### config.mk
export PLATFORM = sky130hd
export DESIGN_NAME = scan_fsm
export DESIGN_NICKNAME = d
export VERILOG_FILES = /design/src/rtl/scan_fsm.sv
export SDC_FILE = /design/constraint.sdc
export NUM_CORES = 1
export LEC_CHECK = 0
export CORE_UTILIZATION = 46
export CTS_CLUSTER_DIAMETER = 150
export DETAILED_ROUTE_END_ITERATION = 10
export GPL_ROUTABILITY_DRIVEN = 0
export HOLD_SLACK_MARGIN = 0.08
export PLACE_DENSITY = 0.87
export SYNTH_ARGS = -nofsm -noshare
export SYNTH_HDL_FRONTEND = slang
export SYNTH_SLANG_ARGS = --single-unit
### constraint.sdc
create_clock -name clk -period 1.5 [get_ports clk]
set_input_delay 0.3 -clock clk [delete_from_list [all_inputs] [get_ports clk]]
set_output_delay 0.3 -clock clk [all_outputs]
set_load 0.02 [all_outputs]
### src/rtl/scan_fsm.sv
// Pixel-matrix scan sequencer: walks rows and columns, settles each key,
// samples the ADC and writes one RAM word per pixel in row-major order.
module scan_fsm #(
  parameter int N_ROWS = 24,
  parameter int N_COLS = 24,
  parameter int SETTLE = 4
) (
  input  logic        clk,
  input  logic        rst,
  input  logic        i_go,
  input  logic [11:0] i_adc_data,
  output logic [4:0]  o_col_control,
  output logic [4:0]  o_row_control,
  output logic        o_ram_wren,
  output logic [11:0] o_ram_data,
  output logic        o_row_reg_data,
  output logic        o_row_reg_write,
  output logic        o_col_reg_data,
  output logic        o_col_reg_write,
  output logic        o_key_wren,
  output logic        o_row_rst,
  output logic        o_scan_end,
  output logic [2:0]  o_dbg_state
);

  // Handshake with the arbiter: i_go is a level request held high while this
  // block owns the matrix; o_scan_end is a level acknowledge asserted in DONE
  // and held until i_go falls. Dropping i_go mid-scan aborts to IDLE.

  localparam logic [4:0] LAST_ROW    = 5'(N_ROWS - 1);
  localparam logic [4:0] LAST_COL    = 5'(N_COLS - 1);
  localparam logic [7:0] LAST_SETTLE = 8'(SETTLE - 1);
  localparam logic [4:0] CTRL_CLEAR  = 5'b10000;
  localparam logic [4:0] CTRL_INC    = 5'b01000;

  typedef enum logic [2:0] {
    S_IDLE      = 3'd0,
    S_ROW_SHIFT = 3'd1,
    S_COL_SHIFT = 3'd2,
    S_SETTLE    = 3'd3,
    S_SAMPLE    = 3'd4,
    S_WRITE     = 3'd5,
    S_ROW_RST   = 3'd6,
    S_DONE      = 3'd7
  } state_t;

  state_t      state_q, state_d;
  logic [4:0]  row_q, row_d;
  logic [4:0]  col_q, col_d;
  logic [7:0]  settle_q, settle_d;
  logic [11:0] sample_q;
  logic [11:0] ram_data_q;

  always_ff @(posedge clk or posedge rst) begin
    if (rst) begin
      state_q  <= S_IDLE;
      row_q    <= '0;
      col_q    <= '0;
      settle_q <= '0;
    end else begin
      state_q  <= state_d;
      row_q    <= row_d;
      col_q    <= col_d;
      settle_q <= settle_d;
    end
  end

  // The ADC word is captured at the end of SAMPLE; the RAM data output only
  // adopts it during WRITE so an aborted sample never appears on o_ram_data.
  always_ff @(posedge clk or posedge rst) begin
    if (rst) begin
      sample_q   <= '0;
      ram_data_q <= '0;
    end else begin
      if (state_q == S_SAMPLE) sample_q <= i_adc_data;
      if (state_q == S_WRITE)  ram_data_q <= sample_q;
    end
  end

  always_comb begin
    state_d  = state_q;
    row_d    = row_q;
    col_d    = col_q;
    settle_d = settle_q;
    case (state_q)
      S_IDLE: begin
        row_d    = '0;
        col_d    = '0;
        settle_d = '0;
        if (i_go) state_d = S_ROW_SHIFT;
      end
      S_ROW_SHIFT: state_d = S_COL_SHIFT;
      S_COL_SHIFT: begin
        settle_d = '0;
        state_d  = S_SETTLE;
      end
      S_SETTLE: begin
        if (settle_q == LAST_SETTLE) state_d = S_SAMPLE;
        else                         settle_d = settle_q + 8'd1;
      end
      S_SAMPLE: state_d = S_WRITE;
      S_WRITE: begin
        if (col_q < LAST_COL) begin
          col_d   = col_q + 5'd1;
          state_d = S_COL_SHIFT;
        end else begin
          state_d = S_ROW_RST;
        end
      end
      S_ROW_RST: begin
        if (row_q < LAST_ROW) begin
          row_d   = row_q + 5'd1;
          col_d   = '0;
          state_d = S_ROW_SHIFT;
        end else begin
          state_d = S_DONE;
        end
      end
      S_DONE: if (!i_go) state_d = S_IDLE;
      default: state_d = S_IDLE;
    endcase
    // Losing the matrix mid-scan discards all progress.
    if (!i_go && state_q != S_IDLE && state_q != S_DONE) begin
      state_d  = S_IDLE;
      row_d    = '0;
      col_d    = '0;
      settle_d = '0;
    end
  end

  always_comb begin
    o_col_control   = '0;
    o_row_control   = '0;
    o_ram_wren      = 1'b0;
    o_row_reg_data  = 1'b0;
    o_row_reg_write = 1'b0;
    o_col_reg_data  = 1'b0;
    o_col_reg_write = 1'b0;
    o_key_wren      = 1'b0;
    o_row_rst       = 1'b0;
    o_scan_end      = 1'b0;
    case (state_q)
      S_IDLE: begin
        o_col_control = CTRL_CLEAR;
        o_row_control = CTRL_CLEAR;
      end
      S_ROW_SHIFT: begin
        o_row_reg_write = 1'b1;
        o_row_reg_data  = (row_q == 5'd0);
        o_col_control   = CTRL_CLEAR;
      end
      S_COL_SHIFT: begin
        o_col_reg_write = 1'b1;
        o_col_reg_data  = (col_q == 5'd0);
      end
      S_SETTLE: o_key_wren = 1'b1;
      S_SAMPLE: o_key_wren = 1'b1;
      S_WRITE: begin
        o_ram_wren    = 1'b1;
        o_col_control = CTRL_INC;
      end
      S_ROW_RST: begin
        o_row_rst     = 1'b1;
        o_row_control = CTRL_INC;
        o_col_control = CTRL_CLEAR;
      end
      S_DONE: o_scan_end = 1'b1;
      default: ;
    endcase
  end

  assign o_ram_data  = (state_q == S_WRITE) ? sample_q : ram_data_q;
  assign o_dbg_state = state_q;

endmodule

; Word-level counts from Yosys, hierarchy flattened
; Cells that the tools add are included.
[totals]
regBits = 45
latchBits = 0
mem_bits_rw = 0
mem_bits_ro = 0
word_cells = 71
n_memories = 0
[classes]
addsub = 3
multipliers = 0
div = 0
magnitude_cmp = 2
n_eq_ne = 15
shift = 0
n_mux = 28
bitwise_logic = 0
n_reduce_logical = 17
[ops]
columns = operator, n
row1 = $pmux W5 S2, 3
row2 = $mux W5, 5
row3 = $pmux W3 S8, 1
row4 = $ne A3 B3 Y1 const B, 7
row5 = $mux W3, 6
row6 = $mux W8, 2
row7 = $pmux W8 S2, 1
row8 = $pmux W5 S3, 1
row9 = $eq A3 B3 Y1 const B, 4
row10 = $mux W12, 1
row11 = $add A5 B1 Y5 const B, 2
row12 = $logic_not A5 Y1, 2
row13 = $lt A5 B5 Y1 const B, 2
row14 = $reduce_bool A3 Y1, 3
row15 = $add A8 B1 Y8 const B, 1
row16 = $eq A8 B2 Y1 const B, 1
row17 = $mux W1, 8
row18 = $eq A3 B2 Y1 const B, 2
row19 = $reduce_and A3 Y1, 2
row20 = $reduce_and A2 Y1, 2
row21 = $reduce_bool A4 Y1, 1
row22 = $reduce_or A2 Y1, 2
row23 = $eq A3 B1 Y1 const B, 1
row24 = $logic_not A3 Y1, 1
row25 = 3 further kinds, 4

; Depth between registers and ports, before layout
[depth]
depth_word = 5
mapped_depth = 7
mapped_depth_nobuf = 6

; Least setup slack after synthesis
; No wires, ideal clock.
[synth_path]
kind = reg2out
startpoint = reg state_q[1] (netlist: o_dbg_state[1])
endpoint = out o_col_reg_data
arrival_time_ns = 1.674
path_slack_ns = -0.474
path_stages_with_launch = 5
path_buffers = 1
path_cell_list = dfrtp_1 > buf_2 > inv_2 > nor3_1 > and4_1
[synth_via]
elab_chain_len = 2
[synth_lines]
columns = element, line
row1 = from (decl), 47  ; state_t state_q, state_d;
row2 = from (signal assigned), 61  ; state_q <= state_d;
row3 = $eq A3 B2 Y1, 142  ; case (state_q)
row4 = $mux W1, 142
row5 = to (decl), 18  ; output logic o_col_reg_data,
; Every way passes these cells.

; Final worst setup path
[layout_path]
startpoint = reg state_q[2] (netlist: o_dbg_state[2])
endpoint = out o_col_reg_data
; Same word-level chain as after synthesis.

==> run_results.csv <==
group,metric,value,unit
synth,yosysWarnings,0,
die,ioPinCount,48,
setup_path,crit_chain,"buf_6 > nor3_4 > and4_4 > buf_6",
setup_path,cp.required,1.20,ns
synth,ys_seq_area_share,49.1,%
grt,grt_use_total,36.5,%
setup_path,cp-startpoint,"o_dbg_state[2]$_DFFE_PP0P_",
clocking,hold_buffers,0,
layout,syn_to_final_growth,85.0,%
setup_path,r2r-start,"o_dbg_state[1]$_DFFE_PP0P_",
sta,max_freq,500,MHz
sta,setup_viol_count_final,63,
layout,n_antenna_cell,0,
run_status,status,"finished with violations",
setup_path,max_stage_delay,0.50,ns
synth,synth_cell_type_count,46,
sta,worst_slew_pin_slew,0.565,ns
setup_path,critPathKind,"reg2out",
setup_path,cp_max_fo,7,
placement,dpl_cell_area,3250,µm²
clocking,insertion_delay,0.33,ns
route,dr.pass1.iters,9,
clocking,tritoncts,"done",
die,die_area,5280,µm²
grt,antenna_found_initial,0,
layout,fillers,184,
route,vias,2842,
grt,grt_overflow,0,
sta,max_slew_margin,62.0,%
die,num_rows,25,
clocking,clkTransAtPathRegs,0.11,ns
power_and_ir_drop,power_leakage,1.97,nW
setup_path,crit_top_cell,"buf_6",
die,die_x,72.6,µm
setup_path,crit_path_start_kind,"register",
placement,hpwlAfterDp,4250,µm
sta,skew,0.0177,ns
clocking,cts_buffer_depth,2,
setup_path,crit_path_end_kind,"output pin",
sta,maxSlewViolCount,0,
synth,netlist_area,2290,µm²
sta,final-hold-violation-count,0,
power_and_ir_drop,power_density,1280,nW/µm²
die,die_y,72.6,µm
clocking,cts_buffers,5,
sta,whs,0.357,ns
setup_path,reg2reg_slack,-0.42,ns
setup_path,cp_slowest_cell,"dfrtp_2",
route,drc_errors,1,
route,wirelength,11500,µm
power_and_ir_drop,power,5.45,mW
worst_hold_path,hold_class,"in2async",
synth,postSynthCellCount,241,
setup_path,r2r_end,"settle_q[3]$_DFFE_PP0P_",
sta,fin_crit_sh,133,%
setup_path,crit_end,"o_col_reg_data",
grt,grt_pass1_wl,14000,µm
grt,grt_pass1_vias,2842,
synth,synth-seq-cells,45,
route,viasPerCell,6.19,
setup_path,crit_family,"simple AND/OR/NAND/NOR gates",
setup_path,rr_worst_depth,9,
run_status,violations,"DRC, setup timing",
synth,avgSynthCellArea,9.52,µm²
layout,layout.cells.most_common_list,"buf_4 (77), buf_6 (57), dfrtp_1 (42)",
layout,nets,411,
sta,min_period,2.00,ns
layout,final_common_cell,"buf_4",
clocking,cts.sinks,45,
grt,grt_max_degree,46,
setup_path,cp.depth,4,
clocking,cts_htree_levels,2,
job,max_cap_violations,0,
placement,portBuffers,41,
sta,grt_setup_unrepaired,"true",
synth,synth_edf_count,0,
layout,drive_gt1_share,59.9,%
die,initial_core_util,48.3,%
route,wl_per_cell,25.0,µm
route,drtIter0Drc,259,
die,fp.coreArea,4750,µm²
clocking,cts-root-buf,"clkbuf_8",
sta,setup_ws,-0.499,ns
setup_path,crit_buf_inv,2,
setup_path,worst_ep_arrival_time,1.70,ns
synth,ys_async_sr_fraction,100,%
route,postRouteAntennaNets,0,
layout,stdcell_area,4240,µm²
synth,synthFlopType,"dfrtp_1",
power_and_ir_drop,peakVddDrop,0.00116,V
[stage by stage]
stage                     setup WS (ns)  util, %  instances  TNS, ns
after floorplan                 -0.0528        -        246   -0.267
after global placement           -0.385     68.4        398   -11.92
after detailed placement         -0.446     68.4        398   -14.28
after CTS                        -0.301     84.5        445    -9.66
after global routing             -0.518     89.3        459   -22.35
final                            -0.499     89.3        459   -21.16
[worst min-delay path by stage]
| stage | from | endpoint | slack [ns] | depth (start not counted) |
|---|---|---|---|---|
| after CTS | rst | row_q[3]$_DFFE_PP0P_ | 0.36 | 3 |
| after global placement | ram_data_q[10]$_DFF_PP0_ | ram_data_q[10]$_DFF_PP0_ | 0.46 | 2 |
| after global routing | rst | o_dbg_state[2]$_DFFE_PP0P_ | 0.39 | 3 |
| final | rst | col_q[4]$_DFFE_PP0P_ | 0.36 | 3 |
| after detailed placement | ram_data_q[10]$_DFF_PP0_ | ram_data_q[10]$_DFF_PP0_ | 0.47 | 2 |
| after floorplan | i_adc_data[0] | sample_q[0]$_DFFE_PP0P_ | 0.45 | 1 |
[timing repair]
item                       4_1_cts  5_1_grt
resized for setup              240       30
setup endpoints to repair       60       62
cloned                           4        0
pin swaps                       36       11
setup buffers                   37       14
[flip-flops by register name (all words and copies together), names as in the netlist]
signal / flops
sample_q: 12
ram_data_q: 12
row_q: 5
col_q: 5
settle_q: 8
o_dbg_state: 3
[worst register-to-register path, stage by stage, from the launching register on]
cell     delay (ns)
dfrtp_2        0.47
buf_4          0.16
buf_6          0.11
buf_6          0.12
buf_6          0.11
buf_6          0.11
a21oi_4        0.23
o22a_4         0.26
buf_4          0.14
a31oi_4        0.07
[report_power, final]
group          internal [mW]  total (mW)  switching, mW
clock                  0.543        1.03          0.486
combinational           1.44        2.64           1.20
sequential              1.53        1.78          0.253
total                   3.51        5.45           1.94
[area by class of cell]
cell class,count,area (µm²),area share (%)
Clock buffer,6,82.6,1.95
Clock inverter,2,37.5,0.884
Inverter,16,72.6,1.71
Multi-Input combinational cell,168,1360,32.1
Sequential cell,45,1130,26.6
Tap cell,67,83.8,1.98
Timing Repair Buffer,154,1470,34.6
Timing Repair inverter,1,8.76,0.206
[per-layer routing]
layer | track usage (%) | share of wire, %
met5 | 0 | 0.36
met2 | 63.0 | 48
met1 | 37.4 | 35
met4 | 26.1 | 7.7
met3 | 11.3 | 9.8
[synth_stat cells (all sizes together), types with 3 or more instances]
master  instances  area share, %
nor3            7            2.0
ha              5            2.7
mux2           12            5.9
a31oi           9            2.5
a21oi           4           0.87
buf            15            4.4
inv            16            2.6
nor2            9            1.5
nand3          14            3.1
dfrtp          45             49
o21ai           8            1.7
nand2          53            8.7
mux2i           4            1.7
or3             3           0.82
nand3b          3           0.98
[kinds of logic (layout without fill, tap and decap cells)]
| family | count (synthesis) | count (layout) | synth area share [%] |
|---|---|---|---|
| buffers and inverters | 33 | 179 | 7.36 |
| other | 1 | 6 | 0.163 |
| AO/OA/AOI/OAI | 39 | 39 | 11.4 |
| multiplexers | 16 | 16 | 7.63 |
| flip-flops | 45 | 45 | 49.1 |
| XOR/XNOR | 2 | 2 | 0.763 |
| AND/OR/NAND/NOR | 100 | 100 | 20.9 |
| adder cells (fa/ha/maj) | 5 | 5 | 2.73 |
No activity file was read; power rests on OpenSTA's default activity.
==> patch 1 (same flow settings) <==
Make the reset (`rst`) synchronous in 2 clocked blocks.
--- a/src/rtl/scan_fsm.sv
+++ b/src/rtl/scan_fsm.sv
@@ -52,5 +52,5 @@
   logic [11:0] ram_data_q;
 
-  always_ff @(posedge clk or posedge rst) begin
+  always_ff @(posedge clk) begin
     if (rst) begin
       state_q  <= S_IDLE;
@@ -68,5 +68,5 @@
   // The ADC word is captured at the end of SAMPLE; the RAM data output only
   // adopts it during WRITE so an aborted sample never appears on o_ram_data.
-  always_ff @(posedge clk or posedge rst) begin
+  always_ff @(posedge clk) begin
     if (rst) begin
       sample_q   <= '0;
Check against the original RTL: differs if rst is asserted again (counterexample within 4 cycles, from zero or initial values and one cycle with rst high); with rst held inactive, the same outputs for 10 cycles.
==> patch 1 against the original RTL <==
- the run ends with setup timing left
- core utilization decreased by 12 points
- sequential cell count unchanged
- wire length decreased by 33%
- worst setup slack improved by 63 ps
- maximum frequency increased by 3.3%
- first-iteration DRC count decreased by 35%
- critical endpoint is now o_ram_data[5]
- hold slack improved by 120 ps
- synthesized area decreased by 0.55%
- design area decreased by 13%
- count of clock-buffer cells in the layout decreased by 1
- global-route usage decreased by 11 points
Power is not compared: it rests on default switching activity, and its combinational part moved more than twofold at a synthesized area within 25%.
==> patch 1: results (changes against the original RTL) <==
Drt
The violation count after the first detailed-routing iteration came to 168 (-35%). The highest metal layer with signal wires is met4. The average wire length per cell after detail routing was 17.5 um (-30%).

The met2 layer wire length in the routed design came to 4.00 mm (-27%). The first-pass iteration count of the detailed router is 7 (-2). The wire length on met1 is 3.17 mm (-20%). The detail-routed via count per cell is 5.40 (-13%).

The wire length on met3 is 335 um (-70%).

STA
The total of endpoints with negative setup slack in the final report is 48 (-24%). The final setup skew came to 13.5 ps (-4.11 ps). The final worst-path setup slack came to -436 ps (+63.4 ps). The total negative slack was -12910 ps (+8250 ps).

Worst setup path
The biggest cell delay along the critical path is 360 ps (-140 ps). The worst reg-to-reg path cell count is 8 (-1). The slowest stage of the critical path belongs to the cell dfxtp_4. Grouping stages by cell kind, the critical path spends the most delay in flip-flops. The maximum fanout along the worst path is 8 (+1). The arrival time of data at the critical path endpoint is 1640 ps (-60 ps).

Placed design
The placement-stage cell area is 0.00319 mm^2 (-1.8%). The total of buffers placed on input and output ports is 41 (unchanged). The estimated wirelength of the detail-placed design came to 4.39 mm (+3.3%).

Global routing
The met2 demand-to-capacity share in global routing came to 44.2% (-19 points). The met3 layer usage reported by global route is 4.44% (-6.9 points). The global-route met1 utilization was 31.1% (-6.3 points). The global-route wire length before repair is 10.5 mm (-25%).

The overall routing resource usage came to 25.9% (-11 points). The via count of the first global-routing pass is 2277 (-20%). The largest net degree at the start of global routing is 17 (-63%). The initial antenna violation count is 0 (unchanged).

Cells and area
The final antenna diode count is 0 (unchanged). The fraction of layout cells with a size suffix above 1 is 46.5% (-13 points). The largest registers in the layout are ram_data_q (12), sample_q (12), settle_q (8).

The number of nets in the layout is 393 (-4.4%).

Clocking
The CTS buffer count is 5 (unchanged). The number of H-tree branching levels is 2 (unchanged). The later pin in the worst-skew pair is clocked with a latency of 320 ps.

The clock tree buffer depth came to 2 (unchanged). Clock-pin slew was measured on the worst setup and hold paths at 100 ps. Clock tree synthesis selected as its root buffer the cell clkbuf_8.

Min path
The class of the worst hold path is reg -> reg. The cell count of the worst hold path is 2.

Pwr
The net switching power of the design is 653 uW. For this design the static power due to leakage is 1.57 nW. The maximum resistive drop on vdd is 0.000747 V.

Synth
Sorting the synthesized cells by area gives the leading types as dfxtp_1 (39%), mux2_2 (6.4%), nand2_1 (5.9%). After synthesis, the most frequently instantiated cells are dfxtp_1 (45), nand2_1 (36), a21oi_1 (26). The number of distinct library cells after synthesis is 52 (+13%). The share of flip-flops with an asynchronous set or reset is 0% (-100 points). The Yosys warning count was 0 (unchanged). The sequential cell area fraction in the yosys report was 39.5% (-9.6 points).

Status
The checks that failed: setup timing. The run finished, with violations left.
patch 1: tightest hold or removal path, cell delays in order (launching register included):
cell and delay, ps:
dfxtp_1 320, nand2_1 60, a21oi_1 60
patch 1: timing repair:
action / CTS / global route
pin swaps: 10 / 14
resized for setup: 173 / 56
setup endpoints to repair: 49 / 52
setup buffers: 9 / 12
patch 1: cells by family after synthesis:
group                      count (synthesis)  share of synthesized area [%]
DFF                                       45                           39.5
xor gates and xnor gates                   5                           1.92
other                                      1                          0.164
muxes                                     14                           6.85
adders and majority gates                  5                           2.74
buffers and inverters                     29                           6.69
and+or+nand+nor                          109                           25.9
AOI/OAI and AO/OA                         59                           16.2
patch 1: worst paths after layout:
check	start	to	slack [ps]
min reg2reg	sample_q[9]$_SDFFE_PP0P_	sample_q[9]$_SDFFE_PP0P_	480
min	sample_q[9]$_SDFFE_PP0P_	sample_q[9]$_SDFFE_PP0P_	480
max	o_dbg_state[1]$_SDFFE_PP0P_	o_ram_data[5]	-440
max reg2reg	o_dbg_state[1]$_SDFFE_PP0P_	col_q[3]$_SDFFE_PP0P_	-360
patch 1: power groups by stage:
stage / Combinational (mW) / Clock (mW) / Sequential [mW]
finish: 0.356 / 0.792 / 1.21
global route: 0.370 / 0.849 / 1.21
CTS: 0.293 / 0.786 / 1.21
detailed placement: 0.260 / 0 / 1.23
global placement: 0.252 / 0 / 1.23
floorplan: 0.135 / 0 / 1.24
patch 1: area by class of cell:
class,instances,area (um^2)
timing repair buffer,112,1030
inverter,11,56.3
fill,291,1070
sequential,45,918
clock inverter,3,20.0
clock buffer,5,68.8
tap,67,83.8
multi-input combinational,198,1500
patch 1: per-stage QoR:
stage,instances,setup slack [ps]
after floorplan,272,-79.8
after detailed placement,415,-495
after CTS,432,-413
final,441,-436
after global placement,415,-460
after global routing,441,-482
==> patch 2 (config.mk and constraints unchanged) <==
Without the edit above. The parameter `N_ROWS` goes from 24 to 18.
--- a/src/rtl/scan_fsm.sv
+++ b/src/rtl/scan_fsm.sv
@@ -2,5 +2,5 @@
 // samples the ADC and writes one RAM word per pixel in row-major order.
 module scan_fsm #(
-  parameter int N_ROWS = 24,
+  parameter int N_ROWS = 18,
   parameter int N_COLS = 24,
   parameter int SETTLE = 4
Formal check against the unedited RTL: same outputs for any inputs over 10 cycles, from zero or initial values and one cycle with rst high; that may be too few to reach the edited logic, so the function may still have changed.
==> patch 2 against the original RTL <==
- the run ends with setup timing left
- register-to-register slack improved by 150 ps
- synthesized area rose by 2.0%
- worst setup slack improved by 160 ps
- sequential cell count did not move
- total power fell by 25%
- maximum frequency rose by 9.0%
- design area fell by 9.5%
- via count fell by 14%
- wire length fell by 31%
- critical path type unchanged
==> patch 2: results (changes against the original RTL) <==
Global routing
The overall routing resource usage was 27.3% (-9.2 points). The global-route wire length before repair was 10.9 mm (-22%). The global-route met1 utilization came to 29.6% (-7.9 points). The met3 layer usage reported by global route is 4.66% (-6.7 points).

The via count of the first global-routing pass was 2381 (-16%). The met2 demand-to-capacity share in global routing is 51.5% (-11 points).

Pwr
The largest share of the power goes to registers. The clock network fraction of total power is 19.2% (+0.3 points). The sequential group share of total power was 41.7% (+9.0 points). The standby leakage power is 1.81 nW (-7.9%). The proportion of total power due to net switching is 35.5% (-0.059 points). The maximum resistive drop on vdd is 0.00106 V (-8.6%).

Drt
The first-pass iteration count of the detailed router is 5 (-4). The wire length on met1 is 2.84 mm (-28%). The average wire length per cell after detail routing was 19.0 um (-24%). The number of vias in the routed layout is 2450 (-14%). In this run the top signal layer used is met4.

The violation count after the first detailed-routing iteration came to 131 (-49%). The met2 layer wire length in the routed design was 4.40 mm (-20%). The wire length on met3 was 335 um (-70%).

Synth
Among all flip-flop cells after synthesis, the most frequent one is dfrtp_1. The post-synthesis adder-cell area fraction is 2.67% (-0.052 points). The top cell type's share of synthesized area is 48.1% (-0.94 points). The multiplexer area fraction after synthesis is 6.20% (-1.4 points).

The post-synthesis xor/xnor area fraction is 0.749% (-0.015 points). The sequential cell area fraction in the yosys report is 48.1% (-0.94 points). Sorting the synthesized cells by area gives the leading types as dfrtp_1 (48%), nand2_1 (9.3%), mux2_2 (5.8%). The post-synthesis compound-gate area fraction was 14.9% (+3.5 points). The number of distinct library cells after synthesis is 53 (+15%). The commonest cells after synthesis are nand2_1 (58), dfrtp_1 (45), mux2_2 (12), nor2_1 (12).

Placed design
The placement-stage worst setup slack is -424 ps (+21.4 ps). The placement-stage cell area is 0.00325 mm^2 (about the same). The estimated wirelength of the detail-placed design is 4.30 mm (+1.3%).

Status
The final reports fail on setup timing. The flow ran to the end, but the final reports show violations.

Cells and area
The number of fill cells was 269 (+46%). In the final layout, the registers with the most flip-flops are ram_data_q (12), sample_q (12), settle_q (8). The number of nets in the layout is 372 (-9.5%). The fraction of layout cells with a size suffix above 1 came to 54.1% (-5.8 points).

STA
The total negative slack is -10320 ps (+10840 ps). The final worst-path setup slack came to -335 ps (+164 ps). The total of endpoints with negative setup slack in the final report was 58 (-7.9%).

The final setup skew is 8.00 ps (-9.65 ps).

Worst setup path
The endpoint of the most critical register-to-register path is col_q[3]$_DFFE_PP0P_. The arrival time of data at the critical path endpoint was 1530 ps (-170 ps). The timing startpoint of the critical path is o_dbg_state[0]$_DFFE_PP0P_. The startpoint identified for the worst register-to-register timing path is o_dbg_state[1]$_DFFE_PP0P_.

The worst reg-to-reg path cell count is 6 (-3). The worst-case register-to-register setup slack is -270 ps (+150 ps).

Clocking
The clock transition at the registers of the reported paths is 90 ps (-20 ps). The clock insertion delay at the later pin of the skew report is 310 ps (-20 ps).
==> patch 2: cell count changes after synthesis, sizes merged, moves of 3 or more <==
| cell | unedited run | this run |
|---|---|---|
| a21oi | 4 | 7 |
| a22o | 1 | 4 |
| inv | 16 | 9 |
| mux2i | 4 | 1 |
| nand2 | 53 | 58 |
| nand3 | 14 | 7 |
| nor2 | 9 | 12 |
| nor3b | 1 | 4 |
==> patch 2: how the worst min path moves through the flow <==
stage / start / end / depth (start not counted)
6_report: rst / settle_q[1]$_DFFE_PP0P_ / 3
5_1_grt: rst / settle_q[1]$_DFFE_PP0P_ / 3
4_1_cts: rst / settle_q[7]$_DFFE_PP0P_ / 3
3_5_place_dp: ram_data_q[9]$_DFF_PP0_ / ram_data_q[9]$_DFF_PP0_ / 2
3_3_place_gp: ram_data_q[11]$_DFF_PP0_ / ram_data_q[11]$_DFF_PP0_ / 2
2_1_floorplan: i_adc_data[0] / sample_q[0]$_DFFE_PP0P_ / 1
==> patch 2: metrics by stage <==
step                      util, %  power, mW  cells
after floorplan                 -       2.40    246
after global placement       67.6       3.02    391
after detailed placement     67.6       3.08    391
after CTS                    74.4       3.92    410
after global routing         79.7       4.25    420
final                        79.7       4.08    420
==> patch 2: area by class of cell <==
cell class / instances / area share (%)
clock inverters: 3 / 0.554
clock buffers: 5 / 1.79
multi-input cells: 174 / 36.2
flip-flops and latches: 45 / 29.4
well taps: 67 / 2.18
inverters: 9 / 1.08
repair buffers: 117 / 28.8
==> patch 2: what timing repair did <==
action / CTS / global route
pin swaps: 21 / 18
setup buffers: 12 / 11
gates cloned: 0 / 1
hold endpoints to repair: 0 / 0
resized for setup: 186 / 48
setup endpoints to repair: 60 / 59
==> patch 2: worst min-delay path, stage by stage <==
cell	delay [ps]
clkdlybuf4s50_1	390
inv_1	90
buf_12	250
